==> config.mk <==
export PLATFORM = sky130hd
export DESIGN_NAME = flopr_stage
export DESIGN_NICKNAME = d
export VERILOG_FILES = /design/src/rtl/flopr_stage.sv
export SDC_FILE = /design/constraint.sdc
export NUM_CORES = 1
export LEC_CHECK = 0
export ABC_AREA = 1
export BUFFER_PORTS_ARGS = -buffer_cell sky130_fd_sc_hd__buf_4
export CORE_AREA = 2 2 71 73
export DETAILED_ROUTE_END_ITERATION = 10
export DIE_AREA = 0 0 73 75
export PLACE_DENSITY_LB_ADDON = 0.25
export REMOVE_ABC_BUFFERS = 1
export SLEW_MARGIN = 40
export SYNTH_ARGS = -nofsm -noshare
export SYNTH_HDL_FRONTEND = slang
export SYNTH_SLANG_ARGS = --single-unit
==> constraint.sdc <==
create_clock -name clk -period 1.9 [get_ports clk]
set_clock_uncertainty 0.15 [all_clocks]
set_input_delay 0.19 -clock clk [delete_from_list [all_inputs] [get_ports clk]]
set_output_delay 0.19 -clock clk [all_outputs]
set_load 0.01 [all_outputs]
==> src/rtl/flopr_stage.sv <==
// -----------------------------------------------------------------------------
// flopr_stage
//
// Pipeline register placed between CPU pipeline stages (for example the
// decode-to-execute bundle of control bits, register data, immediate and PC).
// A WIDTH-bit bundle is captured on the rising clock edge and passed through
// STAGES register stages in series, so the latency is STAGES cycles.
//
// Ports:
//   clk    in   1      rising-edge clock
//   reset  in   1      asynchronous, active-low reset; forces every stage to
//                      RESET_VALUE immediately
//   en     in   1      capture enable; 0 stalls (holds) every stage
//   clr    in   1      synchronous flush; loads RESET_VALUE into every stage,
//                      takes priority over en
//   d      in   WIDTH  data in
//   q      out  WIDTH  data out, taken straight from the last stage's flops
//
// There is no handshake: the upstream and downstream stages share the global
// en/clr controls, so a stall freezes the whole chain and nothing is dropped.
// All bits are treated identically; no field is interpreted.
// -----------------------------------------------------------------------------
module flopr_stage #(
  parameter int               WIDTH       = 32,
  parameter logic [WIDTH-1:0] RESET_VALUE = '0,
  parameter int               STAGES      = 1
) (
  input  logic             clk,
  input  logic             reset,
  input  logic             en,
  input  logic             clr,
  input  logic [WIDTH-1:0] d,
  output logic [WIDTH-1:0] q
);

  // Parameter sanity, checked when the design is elaborated.
  if (STAGES < 1 || WIDTH < 1) begin : g_bad_param
    $error("flopr_stage: STAGES and WIDTH must both be >= 1");
  end

  // Output of each stage; element i feeds stage i+1.
  logic [WIDTH-1:0] stage_out [STAGES];

  for (genvar i = 0; i < STAGES; i++) begin : g_stage
    logic [WIDTH-1:0] stage_in;
    logic [WIDTH-1:0] stage_d;
    logic [WIDTH-1:0] stage_q;

    if (i == 0) begin : g_first
      assign stage_in = d;
    end else begin : g_chain
      assign stage_in = stage_out[i-1];
    end

    // Flush beats stall; stall simply recirculates the current contents.
    always_comb begin
      stage_d = stage_q;
      if (clr) begin
        stage_d = RESET_VALUE;
      end else if (en) begin
        stage_d = stage_in;
      end
    end

    always_ff @(posedge clk or negedge reset) begin
      if (!reset) begin
        stage_q <= RESET_VALUE;
      end else begin
        stage_q <= stage_d;
      end
    end

    assign stage_out[i] = stage_q;
  end

  assign q = stage_out[STAGES-1];

endmodule

* Yosys cells after proc, flatten, opt, wreduce, memory -nomap -nowiden
Index checks and enable logic that the tools add are counted.
Cells by class: muxes and demuxes 2, reductions and logical operators 1
Operators by type and width (count):
- $mux 32 | 2
- $reduce_bool 2->1 | 1
Word-level totals: flip-flop bits (word level) 32, output and inout bits 32, word-level logic and storage cells 4

* Logic depth before layout (Yosys ltp)
depth in word-level cells 2, depth in mapped cells 5

* Worst setup path after synthesis
No wires, ideal clock.
kind input-to-reg, start point in en, end point reg g_stage[0].stage_q[10], in the netlist q[10], arrival 630 ps, cell stages on the path 4, path buffers 2, path slack 1004 ps, required time 1633 ps, cell sequence buf_4 -> buf_2 -> nand3_1 -> nand2_1
On the way: longest elaborated chain between the ends 1
Ends and longest elaborated chain:
- from (decl) | RTL line 30 | input logic en,
- $reduce_bool 2->1 (no line)
- to (signal assigned) | RTL line 69 | stage_q <= stage_d;
- to (decl) | RTL line 47 | logic [WIDTH-1:0] stage_q;
No other way between the ends. A chain may end at the register's enable or synchronous reset.

* Worst setup path in the final report
start point reg g_stage[0].stage_q[21], in the netlist q[21], end point out q[21]
RTL lines:
- to (decl) | RTL line 33 | output logic [WIDTH-1:0] q
No word-level cell between the ends.

==> results.sh <==
export IMPL_finalCriticalPeriod_ns=1.16
export IMPL_diodes=0
export IMPL_ant_nets=0
export IMPL_viasPerCell=4.35
export IMPL_synth_edf_count=0
export IMPL_die_x_um=73
export IMPL_worstSetupPathType="reg -> out"
export IMPL_hp_class="in -> reg"
export IMPL_slew_headroom_pct=63.9
export IMPL_setup_violations=0
export IMPL_synth_top_family_by_area="simple AND/OR/NAND/NOR gates"
export IMPL_root_buffer="clkbuf_8"
export IMPL_synth_most_common_cell="nand2_1"
export IMPL_routed_wl_um=3440
export IMPL_worst_pin_slew_ns=0.541
export IMPL_grt_ovfl_total=0
export IMPL_drive_gt1_share_pct=34.0
export IMPL_first_pass_iters=4
export IMPL_cp_start_kind="flip-flop"
export IMPL_irDropWorstVdd_v=0.000204
export IMPL_initial_utilization_pct=29.0
export IMPL_clock_fmax_mhz=866
export IMPL_ioPinCount=68
export IMPL_worstPathMaxFanout=2
export IMPL_period_share_pct=60.8
export IMPL_timing_hold_violations_final=0
export IMPL_crit_family="flip-flops"
export IMPL_powerDensity_nw_per_um2=693
export IMPL_cp_data_required_time_ns=1.56
export IMPL_cpMaxStageDelayCell="dfrtp_1"
export IMPL_grt_max_degree=34
export IMPL_synth_xor_area_share_pct=0
export IMPL_route_detailed_drc=0
export IMPL_die_y_um=75
export IMPL_synthAdderAreaFrac_pct=0
export IMPL_arrival_ns=0.82
export IMPL_wire_per_inst_um=11.9
export IMPL_synth_compound_area_share_pct=0
export IMPL_synth_top_cell_by_area="dfrtp_1"
export IMPL_drtIter0Drc=105
export IMPL_ys_seq_elements=32
export IMPL_synth_top_cells_by_count="nand2_1, dfrtp_1, nand3_1"
export IMPL_maxSlewViolCount=0
export IMPL_yosysSeqAreaShare_pct=59.3
export IMPL_largest_reg_flops=32
export IMPL_rows=25
export IMPL_crit_buf_inv=1
export IMPL_async_flop_share_pct=100
export IMPL_avgSynthCellArea_um2=9.65
export IMPL_path_clk_slew_ns=0.06
export IMPL_rsz0062_at_grt="false"
export IMPL_max_stage_delay_ns=0.39
export IMPL_core_um2=4660
export IMPL_vias=1258
export IMPL_port_buffers=67
export IMPL_place_hpwl_um=2200
export IMPL_insertion_delay_ns=0.27
export IMPL_cp_cell_sequence="buf_4"
export IMPL_syn_area_um2=1350
export IMPL_status="finished clean"
export IMPL_htree_levels=2
export IMPL_syn_to_final_growth_pct=63.6
export IMPL_clock_path_buffers=2
export IMPL_final_nets=270
export IMPL_grt_use_total_pct=13.1
export IMPL_synthFlopType="dfrtp_1"
export IMPL_hold_slack_ns=0.00245
export IMPL_yosysWarnings=0
export IMPL_numCtsBuffers=5
export IMPL_nFillCells=476
export IMPL_cts_tree="done"
export IMPL_cp_end_kind="output port"
export IMPL_yosysUniqueCellTypes=10
export IMPL_synthMuxAreaShare_pct=0
export IMPL_grt_pass1_vias=1161
export IMPL_yosys_top_cells_area="dfrtp_1, nand2_1, nand3_1"
export IMPL_synth_simple_gate_area_share_pct=33.0
export IMPL_synth_top_area_share_pct=59.3
export IMPL_antenna_found_initial=0
export IMPL_die_area_um2=5480
export IMPL_netlist_instances=140
export IMPL_grt_first_pass_wirelength_um=5330
export IMPL_setup_tns_ns=0
export IMPL_drv_cap=0
export IMPL_p_leak_nw=1.21
export IMPL_cts_sinks=32
export IMPL_place_congestion=0.685
-- through the flow --
| step | worst slack [ns] | cell area (um2) | instances | utilization (%) | power, mW |
|---|---|---|---|---|---|
| floorplan | 1.02 | 1250 | 130 | - | 0.820 |
| global placement | 0.661 | 1820 | 251 | 39.1 | 0.982 |
| detailed placement | 0.636 | 1820 | 251 | 39.1 | 0.982 |
| CTS | 0.730 | 2210 | 289 | 47.4 | 1.56 |
| global route | 0.691 | 2210 | 289 | 47.4 | 1.63 |
| finish | 0.745 | 2210 | 289 | 47.4 | 1.53 |
-- area by class of cell --
cell class / count / area [um2] / share of cell area, %
tap: 54 / 67.6 / 3.06
timing repair buffer: 97 / 803 / 36.3
sequential: 32 / 801 / 36.2
clock buffer: 8 / 90.1 / 4.07
inverter: 1 / 3.75 / 0.170
multi-input combinational: 97 / 445 / 20.1
-- final timing paths --
path                         end  slack [ns]   from  cells after the start
setup / recovery           q[21]        0.74  q[21]                      1
hold / removal              q[1]       0.002   d[1]                      3
setup reg to reg           q[10]        1.13  q[10]                      2
hold reg to reg            q[16]        0.32  q[16]                      2
max in group asynchronous   q[5]        1.08  reset                      2
min in group asynchronous  q[22]        0.24  reset                      2
-- placed cells by master (no fill, tap or decap), drive strengths merged --
master and instances:
inv 1, buf 67, nand3 32, nor2 1
dlygate4sd3 30, clkbuf 8, nand2 64, dfrtp 32
-- logic make-up (layout without fill, tap and decap cells) --
logic type | count (synthesis) | count (layout)
buffers and inverters | 11 | 106
DFF | 32 | 32
and+or+nand+nor | 97 | 97
-- metal layers --
metal | share of wire [%] | GRT usage [%] | vias to the layer above
met5 | 0 | 0 | -
met3 | 7.3 | 3.48 | 7
met2 | 46 | 19.6 | 49
met4 | 2.0 | 8.02 | 0
met1 | 44 | 16.8 | 571
li1 | - | - | 631
-- timing repair --
action | in CTS | in global routing
hold buffers | 30 | 0
endpoints found under the hold margin | 61 | 0
gates resized for setup | 0 | 0
setup endpoints to repair | 0 | 0
buffers inserted | 0 | 0
-- power breakdown --
group	leakage (nW)	total [mW]	switching (mW)	internal [mW]
Clock	0.0455	0.518	0.223	0.295
Sequential	0.426	0.741	0.0216	0.720
Combinational	0.744	0.273	0.121	0.153
-- worst register-to-register path, stage by stage, from the launching register on --
cell and delay [ns]:
dfrtp_1 0.39, nand2_1 0.07, nand2_1 0.06
Note: power is estimated with default switching activity, not from simulation.
